$ cat src/rtl/key_event_gen.sv
`default_nettype none
// +----------------------------------------------------------------------------+
// | Module  : key_event_gen                                                     |
// | Brief   : Per-key press/short/long/repeat/release pulse generator driven   |
// |           by a shared timing tick. Optional macro KEY_REPEAT_EN enables    |
// |           the auto-repeat (rep_p) generation.                               |
// | Revision: 1.0                                                               |
// +----------------------------------------------------------------------------+
module key_event_gen #(
   parameter int N_KEYS       = 4,
   parameter int LONG_TICKS   = 100,
   parameter int REPEAT_TICKS = 20
) (
   input  logic              clk,
   input  logic              rst,
   input  logic              en_tick,
   input  logic [N_KEYS-1:0] key_in,
   output logic [N_KEYS-1:0] press_p,
   output logic [N_KEYS-1:0] short_p,
   output logic [N_KEYS-1:0] long_p,
   output logic [N_KEYS-1:0] rep_p,
   output logic [N_KEYS-1:0] release_p,
   output logic [N_KEYS-1:0] held
);

   typedef enum logic [1:0] {
      S_IDLE  = 2'd0,
      S_SHORT = 2'd1,
      S_LONG  = 2'd2
   } state_t;

   localparam logic [7:0] c_LONG = 8'(LONG_TICKS);
`ifdef KEY_REPEAT_EN
   localparam logic [7:0] c_REPEAT = 8'(REPEAT_TICKS);
`endif

   generate
      for (genvar g = 0; g < N_KEYS; g++) begin : g_key
         state_t     r_state, w_state_nxt;
         logic [7:0] r_cnt, w_cnt_nxt, w_cnt_inc;
         logic       r_held, r_press, r_short, r_long, r_rel;
         logic       w_rise, w_fall;
         logic       w_press, w_short, w_long, w_rel;

         assign w_rise    = key_in[g] & ~r_held;
         assign w_fall    = ~key_in[g] & r_held;
         assign w_cnt_inc = r_cnt + 8'd1;

`ifdef KEY_REPEAT_EN
         logic r_rep, w_rep;
         assign rep_p[g] = r_rep;
`else
         assign rep_p[g] = 1'b0;
`endif

         always_comb begin
            w_state_nxt = r_state;
            w_cnt_nxt   = r_cnt;
            w_press     = 1'b0;
            w_short     = 1'b0;
            w_long      = 1'b0;
            w_rel       = 1'b0;
`ifdef KEY_REPEAT_EN
            w_rep       = 1'b0;
`endif
            // Edges take priority over any threshold tick in the same cycle.
            if (w_rise) begin
               w_press     = 1'b1;
               w_cnt_nxt   = 8'd0;
               w_state_nxt = S_SHORT;
            end else if (w_fall) begin
               w_rel       = 1'b1;
               w_short     = (r_state == S_SHORT);
               w_cnt_nxt   = 8'd0;
               w_state_nxt = S_IDLE;
            end else begin
               case (r_state)
                  S_SHORT: begin
                     if (en_tick) begin
                        if (w_cnt_inc == c_LONG) begin
                           w_long      = 1'b1;
                           w_cnt_nxt   = 8'd0;
                           w_state_nxt = S_LONG;
                        end else begin
                           w_cnt_nxt = w_cnt_inc;
                        end
                     end
                  end
                  S_LONG: begin
`ifdef KEY_REPEAT_EN
                     if (en_tick) begin
                        if (w_cnt_inc == c_REPEAT) begin
                           w_rep     = 1'b1;
                           w_cnt_nxt = 8'd0;
                        end else begin
                           w_cnt_nxt = w_cnt_inc;
                        end
                     end
`else
                     w_cnt_nxt = 8'd0;
`endif
                  end
                  default: begin
                     w_cnt_nxt   = 8'd0;
                     w_state_nxt = S_IDLE;
                  end
               endcase
            end
         end

         always_ff @(posedge clk) begin
            if (rst) begin
               r_state <= S_IDLE;
               r_cnt   <= 8'd0;
               r_held  <= 1'b0;
               r_press <= 1'b0;
               r_short <= 1'b0;
               r_long  <= 1'b0;
               r_rel   <= 1'b0;
`ifdef KEY_REPEAT_EN
               r_rep   <= 1'b0;
`endif
            end else begin
               r_state <= w_state_nxt;
               r_cnt   <= w_cnt_nxt;
               r_held  <= key_in[g];
               r_press <= w_press;
               r_short <= w_short;
               r_long  <= w_long;
               r_rel   <= w_rel;
`ifdef KEY_REPEAT_EN
               r_rep   <= w_rep;
`endif
            end
         end

         assign held[g]      = r_held;
         assign press_p[g]   = r_press;
         assign short_p[g]   = r_short;
         assign long_p[g]    = r_long;
         assign release_p[g] = r_rel;
      end
   endgenerate

endmodule
`default_nettype wire

$ cat config.mk
export PLATFORM = sky130hd
export DESIGN_NAME = key_event_gen
export DESIGN_NICKNAME = d
export VERILOG_FILES = /design/src/rtl/key_event_gen.sv
export SDC_FILE = /design/constraint.sdc
export NUM_CORES = 1
export LEC_CHECK = 0
export BUFFER_PORTS_ARGS = -buffer_cell sky130_fd_sc_hd__buf_2
export CAP_MARGIN = 25
export CORE_MARGIN = 2
export CORE_UTILIZATION = 62
export CTS_CLUSTER_SIZE = 25
export DETAILED_ROUTE_END_ITERATION = 7
export PLACE_DENSITY = 0.92
export RECOVER_POWER = 25
export SLEW_MARGIN = 5
export SYNTH_ARGS = -nofsm -noshare
export SYNTH_HDL_FRONTEND = slang
export SYNTH_SLANG_ARGS = --single-unit
$ cat constraint.sdc
create_clock -name clk -period 2.65 [get_ports clk]
set_input_delay 0.1325 -clock clk [delete_from_list [all_inputs] [get_ports clk]]
set_output_delay 0.1325 -clock clk [all_outputs]
set_load 0.01 [all_outputs]
After elaboration in Yosys (flattened, before gate mapping)
Index checks and enable logic that the tools add are counted.
{"block": "word_totals", "output_inout_bits": 24, "register_bits": 60, "inputBits": 7, "elab_cells": 161}
{"block": "classes", "n_mux": 36, "n_reduce_logical": 28, "add_sub_neg": 4, "bitwise": 29, "eq_ne": 32}
{"operator": "$add 8x1->8 const B", "n": 4}
{"operator": "$eq 8x7->1 const B", "n": 4}
{"operator": "$mux 8", "n": 4}
{"operator": "$reduce_and 3->1", "n": 8}
{"operator": "$reduce_or 3->1", "n": 8}
{"operator": "$not 1->1", "n": 21}
{"operator": "$mux 1", "n": 20}
{"operator": "$reduce_or 5->1", "n": 4}
{"operator": "$mux 2", "n": 8}
{"operator": "$ne 4x3->1 const B", "n": 4}
{"operator": "$ne 4x4->1 const B", "n": 4}
{"operator": "$pmux 2 s2", "n": 4}
{"operator": "$reduce_or 4->1", "n": 4}
{"operator": "$ne 3x3->1 const B", "n": 4}
{"operator": "$and 1x1->1", "n": 8}
{"operator": "$eq 2x1->1 const B", "n": 4}
{"operator": "$eq 2x2->1 const B", "n": 4}
{"operator": "$ne 2x1->1 const B", "n": 4}
{"operator": "$ne 2x2->1 const B", "n": 4}
{"operator": "$reduce_or 2->1", "n": 4}

Depth between registers and ports, before layout
{"block": "logic_depth", "ltp_word": 7, "ltp_mapped": 7, "ltp_nobuf": 6}

Worst setup path before layout
OpenSTA, ideal clock, no wires.
{"block": "synth_timing", "path_kind": "register to register", "from": "register g_key[0].r_cnt[2]", "to": "register g_key[0].r_state[1]", "setup_slack_ps": 1027, "n_path_buf": 0, "path_stages_with_launch": 5, "arrival_ps": 1524, "setup_time_ps": 100, "synth_period_minus_slack_ps": 1623, "required_ps": 2550, "cell_sequence": "dfxtp_1 nor4_2 nand4_2 or4_4 a2111oi_4"}
{"block": "synth_via", "elab_chain_len": 4}
{"item": "start: declaration", "line_no": "40", "text": "logic [7:0] r_cnt, w_cnt_nxt, w_cnt_inc;"}
{"item": "start signal: assignment", "line_no": "125", "text": "r_cnt <= w_cnt_nxt;"}
{"item": "$add 8x1->8", "line_no": "47", "text": "assign w_cnt_inc = r_cnt + 8'd1;"}
{"item": "$eq 8x7->1", "line_no": "80", "text": "if (w_cnt_inc == c_LONG) begin"}
{"item": "$ne 2x1->1 (no source line)"}
{"item": "$reduce_and 3->1 (no source line)"}
{"item": "end signal: assignment", "line_no": "124", "text": "r_state <= w_state_nxt;"}
{"item": "end: declaration", "line_no": "39", "text": "state_t r_state, w_state_nxt;"}
Every way passes these cells.
A chain may end at the register's enable or synchronous reset.

Worst setup path in the final report
{"block": "layout_timing", "from": "register g_key[1].r_cnt[0]", "to": "register g_key[1].r_state[1]"}
{"block": "layout_via", "elab_chain_len": 4}
{"item": "start: declaration", "line_no": "40"}
{"item": "start signal: assignment", "line_no": "125"}
{"item": "$add 8x1->8", "line_no": "47"}
{"item": "$eq 8x7->1", "line_no": "80"}
{"item": "$ne 2x1->1 (no source line)"}
{"item": "$reduce_and 3->1 (no source line)"}
{"item": "end signal: assignment", "line_no": "124"}
{"item": "end: declaration", "line_no": "39"}
Every way passes these cells.

==> results.toml <==
[outcome]
outcome = "finished clean"

[setup_path]
cp_slowest_cell = "dfxtp_1"
worst-path-max-fanout = 5
crit_required_ns = 2.88
cp_data_arrival_time_ns = 2.01
criticalPathCategory = "register to register"
r2r_slack_ns = 0.87
cpPeakStageDelay_ns = 0.39
crit_chain = "ha_1 > nor2b_1 > nand3_1 > or2_2 > a2111oi_2"
endpoint_kind = "register"
crit_family = "simple AND/OR/NAND/NOR gates"
r2r_end = "g_key[1].r_state[1]$_SDFFE_PP0P_"
r2r-start = "g_key[1].r_cnt[0]$_SDFFE_PP0P_"
critPathBufInv = 0
startpoint_type = "register"
reg2reg_depth = 5

[synth]
synth_top_cell_by_area = "dfxtp_1"
synth_ff_type = "dfxtp_1"
synth-edff-count = 0
synth.distinct_cells = 51
yosys-top-cells-area = "dfxtp_1 42%, buf_4 6.4%, ha_1 5.3%"
synth_top_area_share_pct = 42.48
yosys_register_bits = 60
synth_cells = 320
synthArstFlopShare_pct = 0
ys_seq_area_share_pct = 42.48
yosysWarnings = 0
syn_avg_cell_area_um2 = 8.837
synth_area_um2 = 2828

[sta]
tightest_slew_ns = 1.211
finalMaxSlewViolations = 0
finalSetupTns_ns = 0
clock_skew_ns = 0.008104
finalHoldViolCount = 0
rsz0062_at_grt = "no"
setup_violations = 0
fin_crit_sh_pct = 67.10
fmaxAchievable_mhz = 562.4
final.min_clock_period_ns = 1.778
slew_headroom_pct = 19.26

[routing]
drc_errors = 0
via_count = 2300
viasPerCell = 5.959
wl_per_cell_um = 14.49
dr.pass1.iters = 4
drt-initial-drc-count = 188
totalWireLength_um = 5595
antenna_left = 0

[floorplanning]
fp.dieW_um = 71.54
die_h_um = 71.54
dieArea_um2 = 5117
row_count = 24
core_region_area_um2 = 4384
ios = 31
initial_core_util_pct = 64.50

[cells_and_area]
num_antenna_cells = 0
seq_area_um2 = 1201
fin_area_um2 = 2997
layout-drive-gt1-share_pct = 10.18
nets = 348
areaGrowthSynthToFinish_pct = 5.973
multi_input_area_um2 = 1375
fillCellCount = 336
instances_no_fill = 386
final_util_pct = 68.35

[clock_network]
cts_max_level = 3
cts_tree = "built"
clk_latency_ns = 0.34
cts_inserted_buffers = 9
clockRootBuffer = "clkbuf_8"
clk_pin_slew_ns = 0.07
clock_sinks = 60
cts_hold_buf = 0
cts_setup_buffers = 0
clk_path_buf_depth = 2
post_cts_resized = 0

[global_routing]
grt_pass1_vias = 2185
grt_pass1_wl_um = 9646
antenna_found_initial = 0
grt_max_degree = 37
track_usage_pct = 24.30
grt-ovfl-total = 0

[placement]
dpl.hpwl_um = 3636
gp_congestion = 0.8472
portBuffers = 26
place_inst = 370
placed_area_um2 = 2835

[run]
maxCapViolations = 0

[power_and_ir_drop]
p_per_area_nw_per_um2 = 601.3
p_total_mw = 1.802
leakage_nw = 1.108
ir_worst_vdd_uv = 292.5

[min_path]
whs_path_depth = 3
holdCritStartpoint = "key_in[1]"
hp-class = "input pin to register"
min_to = "g_key[1].r_held$_SDFF_PP0_"
==> state kept, by name, summed over array words and instances (netlist names) <==
| signal | cells |
|---|---|
| g_key.r_long | 4 |
| g_key.r_short | 4 |
| g_key.r_rel | 4 |
| g_key.r_cnt | 32 |
| g_key.r_held | 4 |
| g_key.r_press | 4 |
| g_key.r_state | 8 |
==> kinds of logic after synthesis <==
logic type | Yosys count | synth area share [%]
AO/OA/AOI/OAI | 46 | 11.50
XOR/XNOR | 11 | 3.407
adder cells (fa/ha/maj) | 12 | 5.310
buffers and inverters | 46 | 9.292
flip-flops | 60 | 42.48
multiplexers | 1 | 0.3540
other | 1 | 0.1326
AND/OR/NAND/NOR | 143 | 27.52
==> tightest hold or removal path: cells and delay by family <==
family                 cells  cell delay, ns
buffers and inverters      2            0.14
AND/OR/NAND/NOR            1            0.08
==> Yosys cell counts, types with 5 or more instances <==
| master | number |
|---|---|
| o21ai_0 | 5 |
| nand4_1 | 10 |
| nand2_1 | 34 |
| nand3b_1 | 6 |
| inv_1 | 13 |
| a21oi_1 | 18 |
| buf_4 | 24 |
| nor2_1 | 25 |
| clkbuf_1 | 8 |
| dfxtp_1 | 60 |
| nor2b_1 | 8 |
| or3_1 | 7 |
| nor3b_1 | 5 |
| nand3_1 | 18 |
| xor2_1 | 10 |
| ha_1 | 12 |
==> metal layers <==
layer / track usage [%] / routed length [µm] / vias up
met5: 0 / 0 / -
met4: 14.47 / 185 / 0
met3: 7.314 / 331 / 20
met2: 39.51 / 2721 / 76
met1: 28.23 / 2356 / 1081
li1: - / - / 1123
==> cell type report <==
class,count,area share (%)
multi-input combinational,217,45.89
sequential,60,40.08
clock buffer,15,5.887
timing repair buffer,28,4.175
tap,52,2.171
inverter,13,1.628
clock inverter,1,0.1670
==> stage by stage <==
stage | setup WS (ns) | hold WS, ns
6_report | 0.8718 | 0.05359
5_1_grt | 0.7515 | 0.07716
4_1_cts | 0.8933 | 0.04211
3_5_place_dp | 0.8975 | 0.4031
3_3_place_gp | 0.9667 | 0.3853
2_1_floorplan | 1.027 | 0.2729
==> worst max-delay path by stage <==
stage / cells after the start / slack (ns) / start / to
floorplan: 4 / 1.03 / g_key[0].r_cnt[2]$_SDFFE_PP0P_ / g_key[0].r_state[1]$_SDFFE_PP0P_
global placement: 4 / 0.97 / g_key[0].r_cnt[2]$_SDFFE_PP0P_ / g_key[0].r_state[1]$_SDFFE_PP0P_
detailed placement: 5 / 0.90 / g_key[1].r_cnt[0]$_SDFFE_PP0P_ / g_key[1].r_state[1]$_SDFFE_PP0P_
CTS: 4 / 0.89 / g_key[0].r_cnt[2]$_SDFFE_PP0P_ / g_key[0].r_state[1]$_SDFFE_PP0P_
global route: 5 / 0.75 / g_key[1].r_cnt[0]$_SDFFE_PP0P_ / g_key[1].r_state[1]$_SDFFE_PP0P_
finish: 5 / 0.87 / g_key[1].r_cnt[0]$_SDFFE_PP0P_ / g_key[1].r_state[1]$_SDFFE_PP0P_
==> where the power goes <==
group | internal (mW) | switching [mW]
registers | 0.919 | 0.0106
clock network | 0.416 | 0.337
logic | 0.0447 | 0.0747
total | 1.38 | 0.423
==> cell usage in the layout, fill, tap and decap left out, types with 5 or more instances in the layout <==
master,synthesis,routed
or3_1,7,7
nor2b_1,8,8
nand3b_1,6,6
ha_1,12,12
o21ai_0,5,5
clkbuf_1,8,19
dfxtp_1,60,60
xor2_1,10,10
nor3b_1,5,5
nand2_1,34,34
buf_2,0,10
nor2_1,25,25
clkbuf_8,0,12
nand3_1,18,18
a21oi_1,18,18
nand4_1,10,10
inv_1,13,13
No activity file was read; power rests on OpenSTA's default activity.
